===== src/rtl/axi_pkg.sv =====
// axi_pkg: shared AXI widths, response/burst encodings and master FSM state type
package axi_pkg;
   localparam int ADDR_WIDTH = 32;
   localparam int DATA_WIDTH = 32;
   localparam int ID_BITS    = 4;
   localparam int LEN_BITS   = 8;
   localparam int SIZE_BITS  = 3;
   localparam logic [2:0] RESP_OKAY   = 3'd0;
   localparam logic [1:0] BURST_FIXED = 2'd0;
   localparam logic [1:0] BURST_INCR  = 2'd1;
   localparam logic [1:0] BURST_WRAP  = 2'd2;
   typedef enum logic [2:0] {
      IDLE, WR_ADDR, WR_DATA, WR_RESP, RD_ADDR, RD_DATA, DONE
   } axi_mst_state_e;
endpackage


===== src/rtl/axi_interface_master.sv =====
// axi_interface_master: single-outstanding AXI4 master turning core burst requests into AXI transactions; optional watchdog under AXI_MASTER_TIMEOUT_EN
module axi_interface_master
   import axi_pkg::*;
#(
   parameter int TIMEOUT_CYCLES = 1024
) (
   input  logic                    clk_i,
   input  logic                    rst_i,
   input  logic                    i_req_valid,
   output logic                    o_req_ready,
   input  logic                    i_req_we,
   input  logic [ADDR_WIDTH-1:0]   i_req_addr,
   input  logic [LEN_BITS-1:0]     i_req_len,
   input  logic [SIZE_BITS-1:0]    i_req_size,
   input  logic [1:0]              i_req_burst,
   input  logic [ID_BITS-1:0]      i_req_id,
   input  logic [DATA_WIDTH-1:0]   i_wdata,
   input  logic [DATA_WIDTH/8-1:0] i_wstrb,
   input  logic                    i_wvalid,
   output logic                    o_wready,
   output logic [DATA_WIDTH-1:0]   o_rdata,
   output logic                    o_rvalid,
   output logic                    o_rlast,
   input  logic                    i_rready,
   output logic                    o_done,
   output logic                    o_err,
   output logic [ID_BITS-1:0]      awid,
   output logic [ADDR_WIDTH-1:0]   awaddr,
   output logic [LEN_BITS-1:0]     awlen,
   output logic [SIZE_BITS-1:0]    awsize,
   output logic [1:0]              awburst,
   output logic                    awvalid,
   input  logic                    awready,
   output logic [DATA_WIDTH-1:0]   wdata,
   output logic [DATA_WIDTH/8-1:0] wstrb,
   output logic                    wlast,
   output logic                    wvalid,
   input  logic                    wready,
   input  logic [ID_BITS-1:0]      bid,
   input  logic [2:0]              bresp,
   input  logic                    bvalid,
   output logic                    bready,
   output logic [ID_BITS-1:0]      arid,
   output logic [ADDR_WIDTH-1:0]   araddr,
   output logic [LEN_BITS-1:0]     arlen,
   output logic [1:0]              arburst,
   output logic [SIZE_BITS-1:0]    arsize,
   output logic                    arvalid,
   input  logic                    arready,
   input  logic [ID_BITS-1:0]      rid,
   input  logic [DATA_WIDTH-1:0]   rdata,
   input  logic [2:0]              rresp,
   input  logic                    rlast,
   input  logic                    rvalid,
   output logic                    rready
);
   axi_mst_state_e        r_state, w_next;
   logic [ADDR_WIDTH-1:0] r_addr;
   logic [LEN_BITS-1:0]   r_len, r_beat;
   logic [SIZE_BITS-1:0]  r_size;
   logic [1:0]            r_burst;
   logic [ID_BITS-1:0]    r_id;
   logic                  r_err;
   logic                  w_accept, w_last_beat, w_w_hs, w_r_hs;
   assign w_accept    = i_req_valid && (r_state == IDLE);
   assign w_last_beat = (r_beat == r_len);
   assign w_w_hs      = (r_state == WR_DATA) && i_wvalid && wready;
   assign w_r_hs      = (r_state == RD_DATA) && rvalid && i_rready;
   assign awid    = r_id;
   assign awaddr  = r_addr;
   assign awlen   = r_len;
   assign awsize  = r_size;
   assign awburst = r_burst;
   assign arid    = r_id;
   assign araddr  = r_addr;
   assign arlen   = r_len;
   assign arsize  = r_size;
   assign arburst = r_burst;
   assign wdata   = i_wdata;
   assign wstrb   = i_wstrb;
   assign o_rdata = rdata;
`ifdef AXI_MASTER_TIMEOUT_EN
   localparam int TO_W = $clog2(TIMEOUT_CYCLES) + 1;
   logic [TO_W-1:0] r_to;
   logic            w_any_hs, w_to_hit;
   assign w_any_hs = ((r_state == WR_ADDR) && awready) || ((r_state == RD_ADDR) && arready) ||
                     w_w_hs || ((r_state == WR_RESP) && bvalid) || w_r_hs;
   assign w_to_hit = (r_state != IDLE) && (r_state != DONE) && (r_to == TO_W'(TIMEOUT_CYCLES - 1));
   // watchdog: counts stalled cycles in active states, restarting on any handshake or state change
   always_ff @(posedge clk_i) begin
      if (rst_i || w_any_hs || (w_next != r_state) || (r_state == IDLE) || (r_state == DONE)) r_to <= '0;
      else r_to <= r_to + 1'b1;
   end
`endif
   // state register
   always_ff @(posedge clk_i) begin
      if (rst_i) r_state <= IDLE;
      else       r_state <= w_next;
   end
   // next-state decode; channel valids/readies exist only in their own phase
   always_comb begin
      w_next      = r_state;
      o_req_ready = 1'b0;
      awvalid     = 1'b0;
      arvalid     = 1'b0;
      wvalid      = 1'b0;
      wlast       = 1'b0;
      o_wready    = 1'b0;
      bready      = 1'b0;
      rready      = 1'b0;
      o_rvalid    = 1'b0;
      o_rlast     = 1'b0;
      o_done      = 1'b0;
      o_err       = 1'b0;
      case (r_state)
         IDLE: begin
            o_req_ready = 1'b1;
            if (i_req_valid) w_next = i_req_we ? WR_ADDR : RD_ADDR;
         end
         WR_ADDR: begin
            awvalid = 1'b1;
            if (awready) w_next = WR_DATA;
         end
         WR_DATA: begin
            wvalid   = i_wvalid;
            o_wready = wready;
            wlast    = w_last_beat;
            if (w_w_hs && w_last_beat) w_next = WR_RESP;
         end
         WR_RESP: begin
            bready = 1'b1;
            if (bvalid) w_next = DONE;
         end
         RD_ADDR: begin
            arvalid = 1'b1;
            if (arready) w_next = RD_DATA;
         end
         RD_DATA: begin
            rready   = i_rready;
            o_rvalid = rvalid;
            o_rlast  = rlast;
            if (w_r_hs && w_last_beat) w_next = DONE;
         end
         DONE: begin
            o_done = 1'b1;
            o_err  = r_err;
            w_next = IDLE;
         end
         default: w_next = IDLE;
      endcase
`ifdef AXI_MASTER_TIMEOUT_EN
      if (w_to_hit) w_next = DONE;
`endif
   end
   // latch request attributes, count beats and accumulate the transaction error
   always_ff @(posedge clk_i) begin
      if (rst_i) begin
         r_addr  <= '0;
         r_len   <= '0;
         r_size  <= '0;
         r_burst <= '0;
         r_id    <= '0;
         r_beat  <= '0;
         r_err   <= 1'b0;
      end else begin
         if (w_accept) begin
            r_addr  <= i_req_addr;
            r_len   <= i_req_len;
            r_size  <= i_req_size;
            r_burst <= i_req_burst;
            r_id    <= i_req_id;
            r_beat  <= '0;
            r_err   <= 1'b0;
         end
         if (w_w_hs || w_r_hs) r_beat <= r_beat + 1'b1;
         if ((r_state == WR_RESP) && bvalid) r_err <= (bresp != RESP_OKAY) || (bid != r_id);
         if (w_r_hs) r_err <= r_err || (rresp != RESP_OKAY) || (rid != r_id) || (rlast != w_last_beat);
`ifdef AXI_MASTER_TIMEOUT_EN
         if (w_to_hit) r_err <= 1'b1;
`endif
         if (r_state == DONE) r_err <= 1'b0;
      end
   end
endmodule


===== config.mk =====
export PLATFORM = sky130hd
export DESIGN_NAME = axi_interface_master
export DESIGN_NICKNAME = d
export VERILOG_FILES = /design/src/rtl/axi_pkg.sv /design/src/rtl/axi_interface_master.sv
export SDC_FILE = /design/constraint.sdc
export NUM_CORES = 1
export LEC_CHECK = 0
export ABC_AREA = 1
export CAP_MARGIN = 10
export CORE_AREA = 2 2 123 125
export DETAILED_ROUTE_END_ITERATION = 7
export DIE_AREA = 0 0 125 127
export MAX_ROUTING_LAYER = met4
export PLACE_DENSITY_LB_ADDON = 0.12
export SLEW_MARGIN = 20
export SYNTH_ARGS = -nofsm -noshare
export SYNTH_HDL_FRONTEND = slang
export SYNTH_SLANG_ARGS = --single-unit
export TNS_END_PERCENT = 10

===== constraint.sdc =====
create_clock -name clk_i -period 1.4 [get_ports clk_i]
set_clock_uncertainty 0.1 [all_clocks]
set_input_delay 0.21 -clock clk_i [delete_from_list [all_inputs] [get_ports clk_i]]
set_output_delay 0.21 -clock clk_i [all_outputs]
set_load 0.03 [all_outputs]

==> flow_metrics.py, run 1 <==
metrics = {
    "global_routing": {
        "antenna_found_initial": 0,
        "overflow": 0,
        "grt_pass1_vias": 3507,
        "grt_pass1_wl_um": 17800,
        "grtUsageTotal": 0.143,
        "grt_max_degree": 53,
    },
    "synth": {
        "yosysMostFrequentCell": "nand2_1",
        "synth_edf_count": 0,
        "synth_flop_cell": "dfxtp_1",
        "syn_nets": 645,
        "postSynthCellCount": 501,
        "synth.top_cell.area_share": 0.330,
        "synthArstFlopShare": 0,
        "yosysSeqAreaShare": 0.330,
        "synth_seq_cells": 61,
        "yosysUniqueCellTypes": 32,
        "synth_area_mm2": 0.00370,
        "synth_area_leaders": "dfxtp_1 (33%), buf_4 (25%), nand2_1 (13%)",
        "synth_common_cells": "nand2_1 (129), buf_4 (122), dfxtp_1 (61)",
        "yosysWarningCount": 0,
        "synth_area_per_cell_um2": 7.39,
        "yosys.area.top_type": "dfxtp_1",
    },
    "routing": {
        "wl_um": 11800,
        "drc": 0,
        "dr.pass1.iters": 4,
        "wl_per_cell_um": 14.4,
        "ant_nets": 0,
        "vias": 3479,
        "via_per_inst": 4.24,
        "drt_iter0_drc": 162,
    },
    "setup_path": {
        "worst_path_max_delay_cell": "dfxtp_4",
        "r2r-start": "arlen[2]",
        "reg2reg_depth": 11,
        "r2r-end": "r_state[2]",
        "required_ns": 1.09,
        "crit_type": "reg2out",
        "path_cells": "xnor2_1, nand2_2, nor2_8, nand2_4, nor2_4, buf_6",
        "cp.arrival_ns": 1.36,
        "ff2ff_setup_slack_ns": -0.20,
        "path_max_fanout": 2,
        "critPathMaxStageDelay_ns": 0.34,
        "start_kind": "register",
        "cp-end-kind": "output pin",
    },
    "placed_design": {
        "dp.final_hpwl_um": 8520,
        "dpl-instance-area_mm2": 0.00524,
        "port_buffers": 184,
        "place_congestion": 0.829,
        "placed_cells": 785,
        "dp_slack_ns": -0.202,
    },
    "power": {
        "vdd_ir_drop_max_mv": 0.610,
        "p_leak_nw": 2.58,
        "finalPower_mw": 10.2,
        "power.density_mw_per_mm2": 1710,
    },
    "floorplan": {
        "core_area_mm2": 0.0144,
        "rows": 44,
        "die_area_mm2": 0.0159,
        "start_util": 0.257,
        "die_w_um": 125,
        "io_pins": 321,
        "fp.dieH_um": 127,
    },
    "timing": {
        "setup_viol": 70,
        "whs_ns": 0.249,
        "finalWorstSetupSlack_ns": -0.270,
        "hold_viol": 0,
        "fin_tns_setup_ns": -5.66,
        "period_share": 1.19,
        "rsz0062_at_grt": "yes",
        "tightest_slew_ns": 0.337,
        "fmax_mhz": 599,
        "report.final.slew_viol_count": 0,
        "relSlewSlack": 0.774,
        "period_needed_ns": 1.67,
    },
    "finish": {
        "finish.utilization": 0.416,
        "final_area_mm2": 0.00600,
        "antenna_cells": 0,
        "synthToLayoutAreaGrowth_pct": 62.0,
        "drive_gt1_frac": 0.426,
        "fin_cells": 820,
        "fin_nets": 775,
    },
    "clock_tree": {
        "clock-root-buffer": "clkbuf_16",
        "cts_max_level": 3,
        "cts_tree": "yes",
        "cts_buffers": 9,
        "postCtsHoldBufs": 0,
        "clock_latency_ns": 0.33,
        "clock_sinks": 61,
        "clk_path_buf_depth": 2,
        "clk_pin_slew_ns": 0.06,
    },
    "min_path": {
        "hp-class": "in2reg",
        "hp-start": "rst_i",
        "hold-path-endpoint": "r_beat[5]",
        "whs_path_depth": 3,
    },
    "run_status": {
        "violations": "negative setup slack",
        "status": "finished, violations left",
    },
    "job": {
        "maxCapViolCount": 0,
    },
}
cell usage in the layout (no fill, tap or decap), drive strengths merged:
cell type	netlist	layout
xnor2	8	8
nand3b	1	1
inv	34	34
o22ai	1	1
nor4	1	1
xor2	4	4
or2	1	1
clkinvlp	0	2
a32oi	2	2
a211oi	3	3
nand3	11	11
nor2	29	29
o21ai	6	6
clkbuf	6	55
a21oi	58	58
ha	1	1
bufinv	0	1
buf	127	109
nand2	135	135
clkinv	0	3
dfxtp	61	61
nor3	7	7
clkdlybuf4s50	0	73
clkdlybuf4s15	0	25
nand4	5	5
worst max path at each step:
stage,start,to
3_3_place_gp,wready,r_state[2]
3_5_place_dp,wready,r_state[2]
5_1_grt,arlen[3],wlast
6_report,arlen[2],wlast
2_1_floorplan,r_state[2],r_state[2]
4_1_cts,r_beat[7],wlast
report_power, final:
part | switching, mW | total (mW) | internal (mW) | leakage (nW)
Clock | 0.825 | 2.24 | 1.42 | 0.145
Sequential | 0.293 | 2.37 | 2.08 | 0.507
Combinational | 3.15 | 5.61 | 2.46 | 1.93
final cells by class:
class / instances / area, µm²
clock buffers: 10 / 239
flip-flops and latches: 61 / 1260
repair buffers: 252 / 2350
multi-input cells: 273 / 1690
inverters: 34 / 155
well taps: 184 / 230
clock inverters: 6 / 61.3
fillers: 1472 / 8430
critical path: cells and delay by family (launching register included):
family	cells	cell delay (ns)
flops	1	0.34
buf+inv	1	0.13
xor+xnor	1	0.16
simple gates	4	0.40
sequential cells by signal, summed over array words and instances (netlist names):
name	cells
araddr	32
arburst	2
arid	4
arlen	8
arsize	3
r_beat	8
r_err	1
r_state	3
metal layers:
layer / vias to the layer above / track usage / wire (µm)
met5: - / - / 0
met4: 0 / 0.0641 / 313
met3: 40 / 0.0444 / 962
met2: 144 / 0.235 / 5680
met1: 1567 / 0.160 / 4860
li1: 1728 / - / -
cells by family after synthesis:
| kind of cell | after synthesis | synth area share |
|---|---|---|
| adder cells (fa/ha/maj) | 1 | 0.00338 |
| flip-flops | 61 | 0.330 |
| AND/OR/NAND/NOR | 190 | 0.242 |
| XOR/XNOR | 12 | 0.0284 |
| buffers and inverters | 167 | 0.295 |
| AO/OA/AOI/OAI | 70 | 0.101 |
repair_timing:
item                                    CTS  global route
cloned                                    0             6
endpoints found under the setup margin  139           123
buffers inserted                          8             5
pin swaps                                11            25
resized for setup                       188           121
No activity file was read; power rests on OpenSTA's default activity.
==> inputs of run 2 (changes only) <==
SETUP_SLACK_MARGIN = 0.2   (was default)
==> run 2 against run 1 <==
  * The flow still finishes with violations (negative setup slack)
  * Register-to-register slack worse by 0.03 ns
  * Die area stayed put
  * Via count up 2.0%
  * Clock power shrank 6%
  * Maximum frequency is 0.56% lower
  * Sequential power grew 3%
  * Combinational power up 5.9%
==> flow_metrics.py, run 2 (synthesis gave the netlist of run 1 again) <==
metrics = {
    "run_status": {
        "status": "finished, violations left",
        "violations": "negative setup slack",
    },
    "setup_path": {
        "r2r-end": "r_state[1]",
        "path_cells": "xnor2_2, nand2_2, nor2_8, nand2_4, nor2_4, buf_6",
        "reg2reg_depth": 11,
        "required_ns": 1.09,
        "worst_path_max_delay_cell": "dfxtp_4",
        "start_kind": "register",
        "cp.arrival_ns": 1.37,
        "path_max_fanout": 2,
        "r2r-start": "arlen[3]",
        "crit_type": "reg2out",
        "critPathMaxStageDelay_ns": 0.35,
        "cp-end-kind": "output pin",
        "ff2ff_setup_slack_ns": -0.23,
    },
    "min_path": {
        "hp-start": "rst_i",
        "hold-path-endpoint": "araddr[24]",
        "hp-class": "in2reg",
        "whs_path_depth": 3,
    },
    "routing": {
        "dr.pass1.iters": 4,
        "wl_um": 12200,
        "wl_per_cell_um": 14.9,
        "via_per_inst": 4.33,
        "vias": 3548,
        "m1WireLength_um": 4820,
        "routed-wl-met2_um": 5960,
        "wl_met3_um": 846,
        "drc": 0,
        "ant_nets": 0,
        "drt_iter0_drc": 112,
        "routed.top_layer": "met4",
    },
    "timing": {
        "report.final.slew_viol_count": 0,
        "hold_viol": 0,
        "setup_viol": 72,
        "fmax_mhz": 596,
        "period_needed_ns": 1.68,
        "relSlewSlack": 0.759,
        "rsz0062_at_grt": "yes",
        "tightest_slew_ns": 0.359,
        "finalWorstSetupSlack_ns": -0.279,
        "period_share": 1.20,
        "whs_ns": 0.244,
    },
    "finish": {
        "drive_gt1_frac": 0.491,
        "fin_cells": 819,
        "layout_common_cells": "nand2_1 (109), buf_6 (81), clkdlybuf4s50_1 (73)",
        "largest_reg_flops": 32,
        "finish.utilization": 0.429,
        "fin_nets": 775,
        "antenna_cells": 0,
        "layout_commonest_cell": "nand2_1",
        "synthToLayoutAreaGrowth_pct": 67.2,
        "register_area_mm2": 0.00127,
        "fillers": 1478,
        "multi_input_area_mm2": 0.00173,
    },
    "floorplan": {
        "core_area_mm2": 0.0144,
        "die_area_mm2": 0.0159,
        "fp.dieH_um": 127,
        "rows": 44,
        "start_util": 0.257,
        "io_pins": 321,
        "die_w_um": 125,
    },
    "global_routing": {
        "overflow": 0,
        "grt_pass1_vias": 3476,
        "antenna_found_initial": 0,
        "grt_pass1_wl_um": 18100,
        "grtUsageTotal": 0.148,
        "grt_max_degree": 32,
    },
    "clock_tree": {
        "clock_sinks": 61,
        "cts_max_level": 3,
        "cts_tree": "yes",
        "clk_path_buf_depth": 2,
        "cts_buffers": 9,
        "clock-root-buffer": "clkbuf_16",
        "postCtsHoldBufs": 0,
        "clk_pin_slew_ns": 0.05,
        "clock_latency_ns": 0.33,
    },
    "placed_design": {
        "place_congestion": 0.841,
        "dp.final_hpwl_um": 8810,
        "port_buffers": 184,
        "placed_cells": 790,
    },
    "power": {
        "finalPower_mw": 10.5,
        "p_leak_nw": 2.67,
        "power.density_mw_per_mm2": 1690,
        "vdd_ir_drop_max_mv": 0.643,
    },
    "job": {
        "maxCapViolCount": 0,
    },
}
run 2: cell types whose count changed in the layout (fill, tap and decap cells not counted), moves of 5 or more:
cell             change
dfxtp_1              -6
clkdlybuf4s15_1     -18
buf_6               +52
buf_2                +7
a21oi_1             -19
buf_4                +7
clkdlybuf4s15_2      -7
dfxtp_2              +5
a21oi_2             +19
clkbuf_2            -40
run 2: per-stage QoR:
step | area [µm²] | setup TNS [ns] | setup slack [ns]
5_1_grt | 6190 | -13.47 | -0.358
6_report | 6190 | -7.98 | -0.279
4_1_cts | 5780 | -7.46 | -0.343
3_3_place_gp | 5290 | -8.41 | -0.174
2_1_floorplan | 3780 | -1.41 | -0.128
3_5_place_dp | 5290 | -8.93 | -0.243
run 2: critical path: cells and delay by family (launching register included):
kind / cells / cell delay (ns)
xor+xnor: 1 / 0.16
buf+inv: 1 / 0.13
flops: 1 / 0.35
simple gates: 4 / 0.40
run 2: how the worst max path moves through the flow:
| stage | endpoint | slack, ns | from |
|---|---|---|---|
| floorplan | r_state[2] | -0.13 | r_state[2] |
| CTS | wlast | -0.34 | arlen[7] |
| finish | wlast | -0.28 | arlen[3] |
| detailed placement | r_state[1] | -0.24 | i_rready |
| global route | wlast | -0.36 | arlen[3] |
| global placement | arburst[1] | -0.17 | i_req_valid |
run 2: layout make-up:
cell class / instances / area share
Clock buffer: 14 / 0.0445
Timing Repair Buffer: 252 / 0.408
Clock inverter: 1 / 0.000809
Multi-Input combinational cell: 273 / 0.280
Sequential cell: 61 / 0.206
Tap cell: 184 / 0.0372
Inverter: 34 / 0.0231
run 2: power by group:
group / switching (mW) / internal [mW]
logic: 3.20 / 2.74
registers: 0.345 / 2.09
clock network: 0.762 / 1.34
total: 4.30 / 6.17
run 2: metal layers:
layer  vias up  global-route usage
met2       158               0.239
li1       1728                   -
met3        51              0.0377
met1      1611               0.164
met4         0              0.0941
met5         -                   -
run 2: repair_timing:
| item | in CTS | in global routing |
|---|---|---|
| gates cloned | 0 | 2 |
| gates resized for setup | 424 | 193 |
| setup endpoints to repair | 171 | 156 |
| buffers inserted | 8 | 4 |
| pin swaps | 12 | 19 |
